### config.mk
export PLATFORM = sky130hd
export DESIGN_NAME = instr_fetch_unit
export DESIGN_NICKNAME = d
export VERILOG_FILES = /design/src/rtl/instr_fetch_unit.sv
export SDC_FILE = /design/constraint.sdc
export NUM_CORES = 1
export LEC_CHECK = 0
export ABC_AREA = 1
export ABC_CLOCK_PERIOD_IN_PS = 4050
export CORE_MARGIN = 3
export CORE_UTILIZATION = 30
export DETAILED_ROUTE_END_ITERATION = 8
export HOLD_SLACK_MARGIN = 0.02
export SETUP_SLACK_MARGIN = 0.3
export SLEW_MARGIN = 20
export SYNTH_ARGS = -nofsm -noshare
export SYNTH_HDL_FRONTEND = slang
export SYNTH_SLANG_ARGS = --single-unit
export TNS_END_PERCENT = 50
### constraint.sdc
create_clock -name clk -period 4.05 [get_ports clk]
set_input_delay 0.405 -clock clk [delete_from_list [all_inputs] [get_ports clk]]
set_output_delay 0.405 -clock clk [all_outputs]
set_load 0.005 [all_outputs]
### src/rtl/instr_fetch_unit.sv
// Instruction-fetch stage: owns the PC, drives the program ROM, and buffers
// {PC, instruction} pairs in a small circular FIFO presented to decode.
module instr_fetch_unit #(
  parameter int              XLEN       = 32,
  parameter logic [XLEN-1:0] RESET_PC   = '0,
  parameter int              FIFO_DEPTH = 2,
  parameter int              ROM_DEPTH  = 2048
) (
  input  logic            clk,
  input  logic            IF_Rst,
  input  logic            Fetch_Enable,
  input  logic            Redirect_Valid,
  input  logic [XLEN-1:0] Redirect_PC,
  output logic [XLEN-1:0] Rom_Addr,
  output logic            Rom_En,
  input  logic [XLEN-1:0] Rom_Instr,
  output logic            IF_Valid,
  output logic [XLEN-1:0] IF_Instr,
  output logic [XLEN-1:0] IF_PC,
  input  logic            ID_Ready,
  output logic            Fetch_Fault
);

  localparam int PTR_W = $clog2(FIFO_DEPTH);
  localparam int CNT_W = PTR_W + 1;

  typedef enum logic [1:0] {
    ST_RUN   = 2'd0,
    ST_HOLD  = 2'd1,
    ST_FAULT = 2'd2
  } state_e;

  state_e            state_q, state_d;
  logic [XLEN-1:0]   pc_q, pc_d;
  logic [CNT_W-1:0]  count_q, count_d;
  logic [PTR_W-1:0]  rd_ptr_q, rd_ptr_d;
  logic [PTR_W-1:0]  wr_ptr_q, wr_ptr_d;

  logic [XLEN-1:0]   pc_mem    [FIFO_DEPTH];
  logic [XLEN-1:0]   instr_mem [FIFO_DEPTH];

  logic pop, space, fault_now, issue, fault_set, faulted;

  // Outputs are forced quiet while reset is held, regardless of stored state.
  assign faulted     = (state_q == ST_FAULT);
  assign IF_Valid    = !IF_Rst && (count_q != '0);
  assign IF_Instr    = IF_Rst ? '0 : instr_mem[rd_ptr_q];
  assign IF_PC       = IF_Rst ? '0 : pc_mem[rd_ptr_q];
  assign Fetch_Fault = !IF_Rst && faulted;
  assign Rom_Addr    = pc_q >> 2;
  assign Rom_En      = issue;

  assign pop       = IF_Valid && ID_Ready;
  assign space     = (count_q < CNT_W'(FIFO_DEPTH)) || pop;
  assign fault_now = (pc_q >> 2) >= XLEN'(ROM_DEPTH);
  assign issue     = !IF_Rst && Fetch_Enable && space && !faulted
                     && !fault_now && !Redirect_Valid;
  assign fault_set = Fetch_Enable && space && fault_now && !Redirect_Valid;

  always_comb begin
    // NOTE: every next-state signal gets a default first so no path leaves it
    // unassigned; otherwise synthesis infers a latch.
    pc_d     = pc_q;
    count_d  = count_q;
    rd_ptr_d = rd_ptr_q;
    wr_ptr_d = wr_ptr_q;
    state_d  = state_q;

    if (Redirect_Valid) begin
      // Redirect flushes the buffer and any pop in the same cycle is dropped.
      pc_d     = {Redirect_PC[XLEN-1:2], 2'b00};
      count_d  = '0;
      rd_ptr_d = '0;
      wr_ptr_d = '0;
      state_d  = ST_RUN;
    end else begin
      if (issue) begin
        pc_d     = pc_q + XLEN'(4);
        wr_ptr_d = wr_ptr_q + 1'b1;
      end
      if (pop) begin
        rd_ptr_d = rd_ptr_q + 1'b1;
      end
      case ({issue, pop})
        2'b10:   count_d = count_q + 1'b1;
        2'b01:   count_d = count_q - 1'b1;
        default: count_d = count_q;
      endcase

      if (fault_set || faulted) begin
        state_d = ST_FAULT;
      end else if (!space || !Fetch_Enable) begin
        state_d = ST_HOLD;
      end else begin
        state_d = ST_RUN;
      end
    end
  end

  always_ff @(posedge clk) begin
    // NOTE: sequential state uses non-blocking assignments so every register
    // samples the pre-edge values, independent of statement order.
    if (IF_Rst) begin
      pc_q     <= RESET_PC;
      count_q  <= '0;
      rd_ptr_q <= '0;
      wr_ptr_q <= '0;
      state_q  <= ST_RUN;
    end else begin
      pc_q     <= pc_d;
      count_q  <= count_d;
      rd_ptr_q <= rd_ptr_d;
      wr_ptr_q <= wr_ptr_d;
      state_q  <= state_d;
    end
  end

  // NOTE: the entry storage is deliberately not reset; the count and pointers
  // define which entries are meaningful, so clearing the array is wasted logic.
  always_ff @(posedge clk) begin
    if (issue) begin
      pc_mem[wr_ptr_q]    <= pc_q;
      instr_mem[wr_ptr_q] <= Rom_Instr;
    end
  end

endmodule

==> results.cfg, run 1 <==
[run_status]
status = finished clean

[power_and_ir_drop]
p_total_w = 0.00367
leakagePower_nw = 3.30
powerDensity_nw_per_um2 = 406
vdd_ir_drop_max_v = 0.000251
power_switching_w = 0.000783
sw_frac_of_total_pct = 21.3
combPwrFrac_pct = 7.1
p_int_w = 0.00289
power_frac_seq_pct = 49.9
p_clk_share_pct = 43.0

[layout]
nNetsFinal = 857
area_delta_synth_final_pct = 37.9
layout-drive-gt1-share_pct = 6.89
finalCoreUtilization_pct = 42.5
antenna_cells = 0

[grt]
gr-usage-all-layers_pct = 14.1
grt_pass1_wl_mm = 26.2
antenna_found_initial = 0
grt_pass1_vias = 4778
grt_max_degree = 63
overflow = 0

[clocking]
clock_latency_ns = 0.41
cts_buffers = 17
cts-root-buf = clkbuf_16
cts_tree = built
hold_buffers = 0
post_cts_resize_count = 0
clock_sinks = 161
post_cts_buffers = 0
htree_num_levels = 4
clkTransAtPathRegs_ns = 0.06
clock_path_buffers = 2

[drt]
vias_per_cell = 4.48
avgRoutedWirePerCell_um = 15.5
vias = 4809
drcViolationCount = 0
drtIter0Drc = 247
drt_wl_total_mm = 16.7
firstDrtPassIters = 4
antenna_left = 0

[die]
die_w_um = 154
fp.dieArea_sq_um = 23700
io_pins = 168
rows = 53
die_height_um = 154
core_sq_um = 21300
initial_core_util_pct = 30.8

[worst_setup_path]
critPathSlowestCell = clkdlybuf4s50_1
crit_path_cell_trace = clkdlybuf4s50_1 > inv_2 > buf_4 > o21ai_0 > nor2_1 > clkdlybuf4s50_1
cpMostUsedCell = clkdlybuf4s50_1
start_kind = input pin
cp-end-kind = output port
critPathKind = input pin to output port
cp_max_fo = 45
cp.arrival_ns = 2.59
required_ns = 3.64
cpPeakStageDelay_ns = 0.59

[yosys]
ys_types = 29
synth_ff_type = edfxtp_1
synthesis.instances = 630
synth_largest_area_cell = edfxtp_1
ys_seq_area_share_pct = 68.0
syn_area_sq_um = 6560
yosysTopAreaCellShare_pct = 56.8
synthTopCellsByCount = nor2_1 (161), edfxtp_1 (124), nand2_1 (81)
synth.most_common_cell = nor2_1
synth.area.top_cells = edfxtp_1 (57%), dfxtp_1 (11%), nor2_1 (9.2%)
ys_warn_count = 0
syn_area_per_cell_sq_um = 10.4
synth-async-reset-ratio_pct = 0
synth_enable_flop_cells = 124
synth_seq_cells = 161

[sta]
maxSlewViolCount = 0
relSlewSlack_pct = 57.5
post-route-period-util_pct = 74.0
worst-slew-pin-transition_ns = 0.637
timing.fmax_ghz = 0.334
fin_crit_ns = 3.00
setup_tns_ns = 0
setup_ws_ns = 1.05
finalHoldViolCount = 0
skew_ns = 0.00898
holdWs_ns = 0.471
setup_viol = 0
rsz0062_at_grt = no

[hold_path]
hp-class = register to register

[placed_design]
gp_congestion = 0.746
preCtsSetupSlack_ns = 0.966
io_buffer_count = 161
hpwl_mm = 10.6

[run]
cap_violations = 0
==> flip-flops by register name, summed over array words and instances, names as in the netlist, named ones only <==
register	cells
state_q	2
count_q	2
wr_ptr_q	1
pc_q	30
instr_mem	64
pc_mem	60
rd_ptr_q	1
==> power groups by stage <==
stage / combinational [W] / sequential (W) / clock, W
after global routing: 0.000290 / 0.00183 / 0.00169
after global placement: 0.000261 / 0.00187 / 0
after floorplan: 0.0000971 / 0.00186 / 0
after CTS: 0.000266 / 0.00183 / 0.00162
final: 0.000261 / 0.00183 / 0.00158
after detailed placement: 0.000264 / 0.00187 / 0
==> layout make-up <==
type	instances	area (sq um)
clock buffers	21	493
clock inverters	11	97.6
fillers	2036	12200
inverters	23	86.3
multi-input cells	413	1860
flip-flops and latches	161	4470
well taps	275	344
repair buffers	169	1700
==> through the flow <==
step	instance area, sq um	std cells
finish	9050	1073
global route	9050	1073
CTS	9050	1073
detailed placement	8460	1041
global placement	8460	1041
floorplan	6580	633
==> worst max-delay path, delay by kind of cell <==
family | cells | cell delay [ns]
buffers and inverters | 4 | 1.88
AO/OA/AOI/OAI | 1 | 0.16
AND/OR/NAND/NOR | 1 | 0.12
==> final timing paths <==
check / end / depth (start not counted) / start / slack (ns)
hold / removal: wr_ptr_q / 2 / wr_ptr_q / 0.47
setup reg to reg: instr_mem[0][5] / 8 / pc_q[20] / 1.64
setup / recovery: IF_PC[19] / 6 / IF_Rst / 1.05
hold reg to reg: wr_ptr_q / 2 / wr_ptr_q / 0.47
==> logic make-up after synthesis <==
family                     after synthesis  synth area share, %
and+or+nand+nor                        296                 18.6
DFF                                    161                 68.0
AOI/OAI and AO/OA                      103                 7.95
buffers and inverters                   59                 3.85
xor gates and xnor gates                 7                0.934
adders and majority gates                3                0.572
other                                    1               0.0572
==> layer usage <==
layer | GRT usage, % | vias up | part of all wire [%]
li1 | - | 2443 | -
met5 | 0 | - | 0
met2 | 23.4 | 114 | 47
met3 | 3.91 | 12 | 4.8
met4 | 3.28 | 0 | 0.86
met1 | 18.5 | 2240 | 47
==> layout by cell type, fill, tap and decap left out, types with 2 or more instances in the layout <==
master           count
inv_4                2
inv_6                2
inv_1               18
nand2_4              2
clkbuf_16           19
buf_4                6
o21ai_0             69
nor2_1             160
inv_2                4
conb_1               4
nand3_1             35
clkdlybuf4s50_1    161
edfxtp_1           124
nand4_1              3
a21oi_1             32
xor2_1               6
clkinv_4             2
clkinv_2             4
nor3_1               6
dfxtp_1             36
nand2_1             81
buf_12               2
nor2_2               3
ha_1                 3
Note: power is estimated with default switching activity, not from simulation.
==> run 2, diff against run 1 <==
Settings changed: ABC_CLOCK_PERIOD_IN_PS 4050 to 2750.
Clock period 4.05 ns to 2.75 ns, I/O delays scaled along.
==> results.cfg, run 2 (synthesis results as in run 1) <==
[run_status]
status = finished clean

[hold_path]
hp-class = input pin to register

[sta]
holdWs_ns = 0.415
skew_ns = 0.00965
fin_crit_ns = 2.28
setup_viol = 0
setup_tns_ns = 0
rsz0062_at_grt = no
timing.fmax_ghz = 0.438
maxSlewViolCount = 0
post-route-period-util_pct = 83.0
setup_ws_ns = 0.468
finalHoldViolCount = 0

[worst_setup_path]
start_kind = input pin
cp.arrival_ns = 2.01
critPathKind = input pin to output port
cp-end-kind = output port
cp_max_fo = 38
required_ns = 2.48

[clocking]
hold_buffers = 0
clkTransAtPathRegs_ns = 0.06
clock_sinks = 161
clock_latency_ns = 0.42
cts_tree = built
cts_buffers = 17
htree_num_levels = 4
cts-root-buf = clkbuf_16
clock_path_buffers = 2

[drt]
avgRoutedWirePerCell_um = 15.3
vias = 4866
drt_wl_total_mm = 16.6
antenna_left = 0
firstDrtPassIters = 4
vias_per_cell = 4.48
drtIter0Drc = 232
drcViolationCount = 0

[die]
io_pins = 168
initial_core_util_pct = 30.8
core_sq_um = 21300
die_w_um = 154
die_height_um = 154
rows = 53
fp.dieArea_sq_um = 23700

[layout]
top_regs = instr_mem (64), pc_mem (60), pc_q (30)
layout-drive-gt1-share_pct = 9.01
top_register = instr_mem
fillers = 2014
final_common_cell = clkdlybuf4s50_1
area_delta_synth_final_pct = 40.1
nNetsFinal = 869
largest_reg_flops = 64
final_cell_mix = clkdlybuf4s50_1 (160), nor2_1 (158), edfxtp_1 (124)
finalCoreUtilization_pct = 43.2
antenna_cells = 0

[power_and_ir_drop]
vdd_ir_drop_max_v = 0.000369
power_frac_seq_pct = 49.3
p_total_w = 0.00546
p_int_w = 0.00431
combPwrFrac_pct = 7.5
leakagePower_nw = 3.37
power_switching_w = 0.00115
powerDensity_nw_per_um2 = 594
sw_frac_of_total_pct = 21.1
p_clk_share_pct = 43.2

[grt]
gr-usage-all-layers_pct = 14.2
antenna_found_initial = 0
grt_max_degree = 63
grt_pass1_wl_mm = 26.3
overflow = 0
grt_pass1_vias = 4730

[placed_design]
gp_congestion = 0.761
hpwl_mm = 10.6
preCtsSetupSlack_ns = 0.352
io_buffer_count = 161

[run]
cap_violations = 0
run 2: cell count changes in the layout (fill, tap and decap cells not counted), moves of 3 or more:
| cell | previous run | this run |
|---|---|---|
| buf_4 | 6 | 14 |
| dfxtp_1 | 36 | 32 |
| clkinvlp_4 | 0 | 3 |
| dfxtp_2 | 1 | 5 |
| buf_6 | 0 | 3 |
run 2: through the flow:
| step | instance area (sq um) | instances |
|---|---|---|
| 3_3_place_gp | 8540 | 1050 |
| 4_1_cts | 9140 | 1082 |
| 3_5_place_dp | 8540 | 1050 |
| 2_1_floorplan | 6580 | 633 |
| 6_report | 9190 | 1085 |
| 5_1_grt | 9190 | 1085 |
run 2: power groups by stage:
| stage | logic [W] | clock network, W | registers, W |
|---|---|---|---|
| 5_1_grt | 0.000450 | 0.00255 | 0.00270 |
| 4_1_cts | 0.000403 | 0.00243 | 0.00269 |
| 3_5_place_dp | 0.000400 | 0 | 0.00274 |
| 2_1_floorplan | 0.000143 | 0 | 0.00273 |
| 6_report | 0.000407 | 0.00236 | 0.00269 |
| 3_3_place_gp | 0.000397 | 0 | 0.00274 |
run 2: final timing paths:
path	from	to	slack, ns	cells after the start
worst min-delay path	Redirect_PC[15]	pc_q[15]	0.41	3
worst max register to register	pc_q[19]	instr_mem[0][7]	0.75	9
worst max-delay path	IF_Rst	IF_PC[28]	0.47	6
worst min register to register	wr_ptr_q	wr_ptr_q	0.47	2
run 2: repair_timing:
action,in CTS,in global routing
buffers inserted,0,3
setup endpoints to repair,16,18
endpoints found under the hold margin,0,0
pin swaps,1,7
gates resized for setup,3,12
run 2: final cells by class:
class	count	area (sq um)	share of cell area (%)
clock inverter	13	160	1.74
sequential	161	4470	48.6
inverter	23	87.6	0.953
clock buffer	19	433	4.71
multi-input combinational	413	1890	20.5
timing repair buffer	181	1810	19.7
tap	275	344	3.74
run 2: worst max-delay path: stages:
cell and delay [ns]:
clkdlybuf4s50_1 0.48, inv_2 0.14, buf_6 0.27, o21ai_0 0.13
nor2_1 0.16, clkdlybuf4s50_1 0.53
run 2: metal layers:
metal	track usage [%]	wire (um)
met3	4.64	982
met4	3.15	136
met5	0	0
met2	23.0	7910
met1	18.6	7590
==> run 3, diff against run 2 <==
Settings changed: ABC_CLOCK_PERIOD_IN_PS 2750 to 1800.
Clock period 2.75 ns to 1.8 ns, I/O delays scaled along.
==> results.cfg, run 3 (synthesis results as in run 1) <==
[run_status]
status = finished with violations
violations = setup timing

[sta]
rsz0062_at_grt = yes
timing.fmax_ghz = 0.535
finalHoldViolCount = 0
setup_ws_ns = -0.0692
post-route-period-util_pct = 104
maxSlewViolCount = 0
skew_ns = 0.0102
fin_crit_ns = 1.87
setup_viol = 140

[power_and_ir_drop]
leakagePower_nw = 4.33
powerDensity_nw_per_um2 = 749
p_total_w = 0.00850
vdd_ir_drop_max_v = 0.000540

[layout]
final_cell_mix = edfxtp_1 (124), clkdlybuf4s50_1 (92), nand2_1 (74)
top_regs = instr_mem (64), pc_mem (60), pc_q (30)
final_common_cell = edfxtp_1
antenna_cells = 0
nNetsFinal = 976
largest_reg_flops = 64
area_delta_synth_final_pct = 73.2
top_register = instr_mem
instances_no_fill = 1192
layout-drive-gt1-share_pct = 43.3

[grt]
overflow = 0
gr-usage-all-layers_pct = 17.8
grt_pass1_vias = 5560
grt_pass1_wl_mm = 32.1
antenna_found_initial = 0
grt_max_degree = 39

[drt]
antenna_left = 0
vias = 5480
firstDrtPassIters = 4
drt_wl_total_mm = 21.3
drtIter0Drc = 342
drcViolationCount = 0
avgRoutedWirePerCell_um = 17.9
vias_per_cell = 4.60

[clocking]
clock_path_buffers = 2
hold_buffers = 0
clock_sinks = 161
cts_buffers = 17
clock_latency_ns = 0.42
cts-root-buf = clkbuf_16
htree_num_levels = 4
clkTransAtPathRegs_ns = 0.06
cts_tree = built

[worst_setup_path]
start_kind = register
crit_start = pc_q[20]
cp.arrival_ns = 1.99
reg2reg_to = instr_mem[0][11]
required_ns = 1.92
r2r_slack_ns = -0.07
critPathKind = register to register
worstReg2RegStart = pc_q[20]
reg2reg_depth = 10
cp_max_fo = 23
endpoint = instr_mem[0][11]
cp-end-kind = register

[die]
initial_core_util_pct = 30.8
io_pins = 168
core_sq_um = 21300
die_w_um = 154
rows = 53
fp.dieArea_sq_um = 23700
die_height_um = 154

[placed_design]
dp_cells = 1082
hpwl_mm = 11.9
io_buffer_count = 161
gp_congestion = 0.795

[run]
cap_violations = 0

[hold_path]
hp-class = input pin to register
run 3: critical path: stages (launching register included):
cell	delay, ns
dfxtp_2	0.32
nor2_2	0.12
nand2_2	0.09
nor2_4	0.13
nand3_4	0.10
nor2_4	0.12
buf_4	0.12
buf_4	0.11
nand3_4	0.09
clkinvlp_4	0.16
buf_12	0.20
run 3: layer usage:
| metal | track usage [%] | vias up | share of wire (%) |
|---|---|---|---|
| met1 | 24.0 | 2609 | 45 |
| li1 | - | 2698 | - |
| met2 | 28.9 | 149 | 49 |
| met4 | 5.76 | 0 | 1.7 |
| met5 | 0 | - | 0 |
| met3 | 3.49 | 24 | 4.9 |
run 3: cell type report:
type,instances,area [sq um]
clock buffers,20,437
clock inverters,12,160
fillers,1794,9930
inverters,23,109
multi-input cells,413,2580
flip-flops and latches,161,4490
well taps,275,344
repair buffers,288,3240
run 3: repair_timing:
item / CTS / global route
pin swaps: 45 / 42
buffers inserted: 52 / 5
resized for setup: 452 / 106
endpoints found under the setup margin: 226 / 251
cloned: 19 / 2
run 3: where the power goes:
part	total (W)	leakage [nW]	internal, W	switching, W
logic	0.000764	2.61	0.000395	0.000369
clock network	0.00365	0.278	0.00219	0.00146
registers	0.00409	1.44	0.00405	0.0000432
total	0.00850	4.33	0.00663	0.00187
run 3: metrics by stage:
step | hold slack (ns) | cell area [sq um] | worst slack [ns] | util, % | TNS (ns)
finish | 0.314 | 11400 | -0.0692 | 53.4 | -5.74
global route | 0.310 | 11400 | -0.200 | 53.4 | -24.11
CTS | 0.295 | 10900 | -0.176 | 51.0 | -15.64
detailed placement | 0.458 | 8860 | -0.296 | 41.6 | -44.44
global placement | 0.458 | 8860 | -0.296 | 41.6 | -40.97
floorplan | 0.279 | 6620 | -0.545 | - | -50.70
run 3: worst min-delay path by stage:
| stage | depth (start not counted) | slack, ns | endpoint | start |
|---|---|---|---|---|
| floorplan | 0 | 0.28 | instr_mem[0][0] | Rom_Instr[0] |
| CTS | 3 | 0.29 | pc_q[15] | Redirect_PC[15] |
| global placement | 2 | 0.46 | wr_ptr_q | wr_ptr_q |
| detailed placement | 2 | 0.46 | wr_ptr_q | wr_ptr_q |
| global route | 3 | 0.31 | pc_q[20] | Redirect_PC[20] |
| finish | 3 | 0.31 | pc_q[15] | Redirect_PC[15] |
